`config.mk`:
```
export PLATFORM = sky130hd
export DESIGN_NAME = rx_deframer
export DESIGN_NICKNAME = d
export VERILOG_FILES = /design/src/rtl/rx_deframer.sv
export SDC_FILE = /design/constraint.sdc
export NUM_CORES = 1
export LEC_CHECK = 0
export ABC_AREA = 1
export CAP_MARGIN = 30
export CORE_AREA = 5 5 96 89
export CTS_CLUSTER_SIZE = 16
export DETAILED_ROUTE_END_ITERATION = 10
export DIE_AREA = 0 0 101 94
export HOLD_SLACK_MARGIN = 0.02
export PLACE_DENSITY_LB_ADDON = 0.15
export SLEW_MARGIN = 20
export SYNTH_ARGS = -nofsm -noshare
export SYNTH_HDL_FRONTEND = slang
export SYNTH_SLANG_ARGS = --single-unit
```
`constraint.sdc`:
```
create_clock -name inClock -period 2.05 [get_ports inClock]
set_clock_uncertainty 0.15 [all_clocks]
set_input_delay 0.3075 -clock inClock [delete_from_list [all_inputs] [get_ports inClock]]
set_output_delay 0.3075 -clock inClock [all_outputs]
set_load 0.02 [all_outputs]
```
`src/rtl/rx_deframer.sv`:
```
// rx_deframer -- serial bit-stream deframer.
//   Hunts for PREAMBLE_ZEROS consecutive zero bits, then searches for the SFD
//   octet (LSB-first) for at most SFD_TIMEOUT bits, reads an 8-bit PHR whose
//   low 7 bits give the frame length in octets, and emits 2*length payload
//   nibbles (LSB-first) as single-cycle FIFO writes.
// Ports:
//   inClock, inReset     clock, synchronous active-high reset
//   inBitValid, inBit    recovered-bit strobe and bit from the CDR
//   inFifoFull           output FIFO full; a nibble completing while full is dropped
//   outWriteEnable       FIFO write strobe, one cycle after the nibble's 4th bit
//   outData[3:0]         payload nibble, valid with outWriteEnable
//   outSync              high from SFD match until frame end
//   outLength[6:0]       PHR length, held until the next PHR
//   outFrameDone         pulse with the last nibble (written or dropped)
//   outOverflow          sticky drop flag, cleared on the next SFD match
//   outCrcOk             FCS result, valid with outFrameDone
// Build option: define RX_DEFRAMER_CRC_EN to compile in the serial CRC-16
//   (x^16+x^12+x^5+1, init 0) check over all payload bits, FCS included.
//   Without it outCrcOk is tied to 1.
module rx_deframer #(
  parameter int         PREAMBLE_ZEROS = 32,
  parameter logic [7:0] SFD            = 8'hA7,
  parameter int         SFD_TIMEOUT    = 24
) (
  input  logic       inClock,
  input  logic       inReset,
  input  logic       inBitValid,
  input  logic       inBit,
  input  logic       inFifoFull,
  output logic       outWriteEnable,
  output logic [3:0] outData,
  output logic       outSync,
  output logic [6:0] outLength,
  output logic       outFrameDone,
  output logic       outOverflow,
  output logic       outCrcOk
);

  localparam int ZW = $clog2(PREAMBLE_ZEROS + 1);
  localparam int TW = $clog2(SFD_TIMEOUT + 1);

  // The bare name SFD belongs to the delimiter parameter, so the search
  // state is SFD_SEARCH.
  typedef enum logic [1:0] {HUNT, SFD_SEARCH, LENGTH, PAYLOAD} stateT;

  stateT         state;
  logic [ZW-1:0] zeroCnt;
  logic [TW-1:0] sfdCnt;
  logic [6:0]    sfdReg;     // last 7 bits seen; the 8th comes from inBit
  logic [6:0]    lenShift;   // PHR bits 0..6; bit 7 is never stored
  logic [2:0]    lenBitCnt;
  logic [2:0]    nibReg;     // first 3 bits of the nibble being assembled
  logic [1:0]    nibBitCnt;
  logic [7:0]    nibCnt;

  logic [7:0] sfdNext;
  logic [3:0] nibNext;
  logic       lastNib;

  assign sfdNext = {inBit, sfdReg};
  assign nibNext = {inBit, nibReg};
  assign lastNib = (nibCnt == ({outLength, 1'b0} - 8'd1));

`ifdef RX_DEFRAMER_CRC_EN
  logic [15:0] crc;
  logic [15:0] crcNext;
  assign crcNext = {crc[14:0], 1'b0} ^ ((crc[15] ^ inBit) ? 16'h1021 : 16'h0000);
`else
  assign outCrcOk = 1'b1;
`endif

  always_ff @(posedge inClock) begin
    if (inReset) begin
      state          <= HUNT;
      zeroCnt        <= '0;
      sfdCnt         <= '0;
      sfdReg         <= '0;
      lenShift       <= '0;
      lenBitCnt      <= '0;
      nibReg         <= '0;
      nibBitCnt      <= '0;
      nibCnt         <= '0;
      outWriteEnable <= 1'b0;
      outData        <= '0;
      outSync        <= 1'b0;
      outLength      <= '0;
      outFrameDone   <= 1'b0;
      outOverflow    <= 1'b0;
`ifdef RX_DEFRAMER_CRC_EN
      crc            <= '0;
      outCrcOk       <= 1'b1;
`endif
    end else begin
      outWriteEnable <= 1'b0;
      outFrameDone   <= 1'b0;
      if (inBitValid) begin
        case (state)
          HUNT: begin
            if (inBit) begin
              zeroCnt <= '0;
            end else if (zeroCnt == ZW'(PREAMBLE_ZEROS - 1)) begin
              zeroCnt <= '0;
              sfdCnt  <= '0;
              sfdReg  <= '0;
              state   <= SFD_SEARCH;
            end else begin
              zeroCnt <= zeroCnt + 1'b1;
            end
          end

          SFD_SEARCH: begin
            sfdReg <= sfdNext[7:1];
            if (sfdNext == SFD) begin
              state       <= LENGTH;
              lenBitCnt   <= '0;
              outSync     <= 1'b1;
              outOverflow <= 1'b0;
`ifdef RX_DEFRAMER_CRC_EN
              crc         <= '0;
`endif
            end else if (sfdCnt == TW'(SFD_TIMEOUT - 1)) begin
              state   <= HUNT;
              sfdCnt  <= '0;
              sfdReg  <= '0;
              zeroCnt <= '0;
            end else begin
              sfdCnt <= sfdCnt + 1'b1;
            end
          end

          LENGTH: begin
            lenBitCnt <= lenBitCnt + 1'b1;
            if (lenBitCnt == 3'd7) begin
              // 8th bit is PHR bit 7 and is discarded.
              outLength <= lenShift;
              if (lenShift == 7'd0) begin
                state   <= HUNT;
                outSync <= 1'b0;
              end else begin
                state     <= PAYLOAD;
                nibBitCnt <= '0;
                nibCnt    <= '0;
              end
            end else begin
              lenShift <= {inBit, lenShift[6:1]};
            end
          end

          PAYLOAD: begin
            nibReg    <= nibNext[3:1];
            nibBitCnt <= nibBitCnt + 1'b1;
`ifdef RX_DEFRAMER_CRC_EN
            crc       <= crcNext;
`endif
            if (nibBitCnt == 2'd3) begin
              nibCnt <= nibCnt + 1'b1;
              if (inFifoFull) begin
                outOverflow <= 1'b1;
              end else begin
                outWriteEnable <= 1'b1;
                outData        <= nibNext;
              end
              if (lastNib) begin
                outFrameDone <= 1'b1;
                outSync      <= 1'b0;
                state        <= HUNT;
`ifdef RX_DEFRAMER_CRC_EN
                outCrcOk     <= (crcNext == 16'h0000);
`endif
              end
            end
          end

          default: state <= HUNT;
        endcase
      end
    end
  end

endmodule

```
==> results of run 1 <==
per-layer routing:
| layer | track usage | part of all wire | vias to the layer above |
|---|---|---|---|
| met5 | 0 | 0 | - |
| met1 | 0.206 | 0.52 | 1188 |
| li1 | - | - | 1427 |
| met3 | 0.0423 | 0.038 | 14 |
| met4 | 0.0797 | 0.023 | 0 |
| met2 | 0.215 | 0.42 | 36 |
power breakdown:
part           total [mW]  switching, mW  internal (mW)  leakage [nW]
Combinational      0.0778         0.0468         0.0310         0.956
Clock                1.17          0.484          0.681         0.105
Sequential           1.13        0.00386           1.13         0.468
Total                2.38          0.535           1.84          1.53
per-stage QoR:
stage	setup TNS [ps]	setup WS [ps]
finish	0	156
global route	-32.1	-14.1
CTS	0	42.4
detailed placement	-31.7	-17.6
global placement	-25.7	-25.7
floorplan	0	198
layout make-up:
| type | count | area (um^2) |
|---|---|---|
| Clock inverter | 7 | 93.8 |
| Timing Repair Buffer | 34 | 315 |
| Multi-Input combinational cell | 293 | 1520 |
| Clock buffer | 9 | 124 |
| Inverter | 58 | 220 |
| Fill cell | 737 | 3840 |
| Tap cell | 96 | 120 |
| Sequential cell | 58 | 1160 |
final timing paths:
check	start	slack [ps]	depth (start not counted)	endpoint
setup / recovery	outLength[5]	160	1	outLength[5]
hold / removal	outSync	310	2	outSync
setup reg to reg	zeroCnt[0]	160	9	sfdReg[0]
hold reg to reg	outSync	310	2	outSync
registers in the layout, indices dropped and copies added, names as in the netlist:
signal          count
zeroCnt             6
outData             4
outOverflow         1
outLength           7
state               2
outWriteEnable      1
lenBitCnt           3
lenShift            7
outSync             1
nibCnt              8
sfdReg              7
sfdCnt              5
nibBitCnt           2
outFrameDone        1
nibReg              3
what timing repair did:
item	in CTS	in global routing
buffers inserted	0	1
endpoints found under the setup margin	1	21
pin swaps	0	1
resized for setup	1	12
kinds of logic (layout without fill, tap and decap cells):
logic type | Yosys count | count (layout) | share of synthesized area
buffers and inverters | 64 | 108 | 0.0852
XOR/XNOR | 6 | 6 | 0.0182
AND/OR/NAND/NOR | 194 | 194 | 0.305
AO/OA/AOI/OAI | 85 | 85 | 0.158
other | 1 | 1 | 0.00130
adder cells (fa/ha/maj) | 7 | 7 | 0.0303
flip-flops | 58 | 58 | 0.401
layout by cell type, fill, tap and decap left out, types with 7 or more instances in the layout:
cell type | synthesis | routed
nand2_1 | 89 | 88
dfxtp_1 | 58 | 57
nor2_1 | 59 | 56
inv_1 | 50 | 49
o21ai_0 | 38 | 36
a21oi_1 | 34 | 33
nand3_1 | 19 | 19
clkdlybuf4s50_1 | 0 | 19
buf_4 | 1 | 14
clkbuf_8 | 0 | 9
inv_2 | 6 | 7
==> qor.yml, run 1 <==
cts-hold-fix-buffers: 0
worstPathRequired_ps: 1590
grt_usage: 0.151
ios: 21
clockBufferDepth: 2
die_w_um: 101
drtIter0Drc: 106
async_flop_share: 0
synth-seq-cells: 58
period_share: 0.924
ys_top_cells_by_count: "nand2_1, nor2_1, dfxtp_1, inv_1, o21ai_0"
gp_congestion: 0.766
drv_cap: 0
wire_per_inst_um: 11.8
cts_made_buffers: 9
slew_violations: 0
grt_max_degree: 24
antenna_left: 0
outcome: "completed"
drc: 0
htreeDepth: 3
cp-start-kind: "register"
path_delay_family: "buffers and inverters"
vdd_ir_drop_max_mv: 0.369
area_growth_pct: 23.0
arrival_ps: 1440
first_pass_iters: 4
holdWs_ps: 313
synth_edf_count: 0
crit_fanout: 5
syn_inst: 415
hold_class: "reg -> reg"
max_freq_ghz: 0.528
grt_pass1_vias: 2532
vias: 2665
yosys-top-cells-area: "dfxtp_1, nand2_1, nor2_1"
dp_cells: 538
cts_root_buf: "clkbuf_8"
placed_area_mm2: 0.00329
final_hold_viol_count: 0
power_density_mw_per_mm2: 668
rows: 30
final_layout_size_suffix_gt1_frac: 0.139
period_minus_slack_ps: 1890
diodes: 0
synth_top_area_frac: 0.401
start_util: 0.391
die_h_um: 94
crit_chain: "clkdlybuf4s50_1"
synth.largest_area_cell: "dfxtp_1"
setup_viol: 0
cts_num_sinks: 58
slowest_stage: "clkdlybuf4s50_1"
crit_type: "reg -> out"
final_cell_area_mm2: 0.00356
wl_um: 6550
crit_buf_inv: 1
synthDistinctLibCells: 36
dieArea_mm2: 0.00949
worstSetupEndpointType: "primary output"
cts_tree: "yes"
yosys_warnings: 0
ys.flop_type: "dfxtp_1"
dpl.hpwl_um: 4820
fin_cells: 555
grt_pass1_wl_um: 11400
power.total_mw: 2.38
antenna_found_initial: 0
vias_per_cell: 4.80
nNetsFinal: 466
clk_pin_slew_ps: 70
post-synth-top-count-cell: "nand2_1"
slowest_delay_ps: 650
utilization: 0.481
p_leak_nw: 1.53
ys_seq_area_frac: 0.401
io_buffer_count: 19
globalRouteOverflowTotal: 0
clk_latency_ps: 350
syn-cell-area_mm2: 0.00289
core-area_mm2: 0.00739
synth_area_per_cell_um2: 6.97
synth_nets: 427
Power figures use the tool's default switching activity.
==> inputs of run 2 (changes only) <==
--- a/config.mk
+++ b/config.mk
@@ -12,7 +12,7 @@
 export DETAILED_ROUTE_END_ITERATION = 10
 export DIE_AREA = 0 0 101 94
 export HOLD_SLACK_MARGIN = 0.02
-export PLACE_DENSITY_LB_ADDON = 0.15
+export PLACE_DENSITY = 0.65
 export SLEW_MARGIN = 20
 export SYNTH_ARGS = -nofsm -noshare
 export SYNTH_HDL_FRONTEND = slang
==> qor.yml, run 2 (synthesized netlist as in run 1, its figures left out) <==
largest_register_ffs: 8
layout_common_cells: "nand2_1, nor2_1, dfxtp_1"
antenna_found_initial: 0
globalRouteOverflowTotal: 0
grt_pass1_wl_um: 11000
cts_root_buf: "clkbuf_8"
die_w_um: 101
cts_tree: "yes"
dieArea_mm2: 0.00949
final_common_cell: "nand2_1"
fin_cells: 555
grt_usage: 0.145
grt_max_degree: 24
clk_latency_ps: 340
nNetsFinal: 466
cpMostUsedCell: "inv_1"
r2r_cells: 10
cp-start-kind: "register"
crit_buf_inv: 3
arrival_ps: 1980
whs_path_depth: 2
max_freq_ghz: 0.526
hold_class: "reg -> reg"
worstSetupEndpointType: "register"
diodes: 0
crit_fanout: 4
core-area_mm2: 0.00739
vias: 2643
clk_pin_slew_ps: 70
io_buffer_count: 19
power_density_mw_per_mm2: 607
die_h_um: 94
p_int_mw: 1.63
pwr-share-comb: 0.035
gp_congestion: 0.857
wl_um: 6270
crit_type: "reg -> reg"
dpl.hpwl_um: 4690
slowest_stage: "dfxtp_1"
wire_per_inst_um: 11.3
regMostFlops: "nibCnt"
drtIter0Drc: 116
period_share: 0.928
cts_made_buffers: 9
final_layout_size_suffix_gt1_frac: 0.122
clockBufferDepth: 2
drc: 0
slew_violations: 0
rows: 30
seq_power_share: 0.537
p_sw_frac: 0.230
vdd_ir_drop_max_mv: 0.506
antenna_left: 0
ios: 21
p_sw_mw: 0.484
path_delay_family: "simple AND/OR/NAND/NOR gates"
dp_cells: 538
cts_num_sinks: 58
path_depth: 10
slowest_delay_ps: 380
start_util: 0.391
worstPathRequired_ps: 2130
htreeDepth: 3
outcome: "completed"
finalSetupTns_ps: 0
period_minus_slack_ps: 1900
area_growth_pct: 20.3
crit_chain: "ha_1 > nand2_1 > nor3_2 > inv_1 > nand3_1 > nand4_1 > inv_1 > nand2_1 > o21ai_0 > inv_1"
final_hold_viol_count: 0
vias_per_cell: 4.76
setup_viol: 0
drv_cap: 0
grt_pass1_vias: 2446
first_pass_iters: 4
p_leak_nw: 1.51
power_frac_clock: 0.427
[run 2: cell count changes in the layout (fill, tap and decap cells not counted), moves of 2 or more]
cell and delta:
clkbuf_1 +3, bufinv_16 -2, clkinvlp_4 -2, nor2_1 +2
[run 2: area by class of cell]
cell class,count,area (um^2)
timing repair buffer,34,315
clock inverter,3,15.0
sequential,58,1160
multi-input combinational,293,1500
tap,96,120
fill,778,3920
inverter,58,220
clock buffer,13,149
[run 2: worst paths after layout]
check	end	start	slack (ps)
setup / recovery	state[1]	sfdCnt[0]	150
hold / removal	outSync	outSync	310
setup reg to reg	state[1]	sfdCnt[0]	150
hold reg to reg	outSync	outSync	310
[run 2: power groups by stage]
stage,Combinational [mW],Sequential [mW],Clock (mW)
after floorplan,0.0421,1.16,0
after global placement,0.0730,1.16,0
after detailed placement,0.0736,1.16,0
after CTS,0.0736,1.13,0.940
after global routing,0.0831,1.13,1.00
final,0.0746,1.13,0.902
[run 2: repair_timing]
| item | CTS | global route |
|---|---|---|
| hold buffers | 0 | 0 |
| setup buffers | 0 | 1 |
| gates resized for setup | 0 | 5 |
| setup endpoints to repair | 0 | 8 |
[run 2: worst register-to-register path, cell delays in order (launching register included)]
cell     delay (ps)
dfxtp_1         380
ha_1            210
nand2_1          90
nor3_2          180
inv_1           110
nand3_1         130
nand4_1         150
inv_1            90
nand2_1          70
o21ai_0         180
inv_1            50
[run 2: stage by stage]
step / worst slack, ps / util / hold WS, ps / cell area, um^2 / power (mW)
final: 148 / 0.471 / 314 / 3480 / 2.11
after global placement: 19.2 / 0.446 / 303 / 3290 / 1.23
after global routing: -11.3 / 0.471 / 341 / 3480 / 2.22
after floorplan: 198 / - / 291 / 2890 / 1.20
after detailed placement: -10.2 / 0.446 / 306 / 3290 / 1.23
after CTS: 89.9 / 0.468 / 317 / 3460 / 2.15
[run 2: routing by layer]
layer	track usage	part of all wire	routed length (um)
met1	0.190	0.51	3230
met2	0.224	0.43	2680
met3	0.0431	0.043	270
met4	0.0576	0.014	89
met5	0	0	0
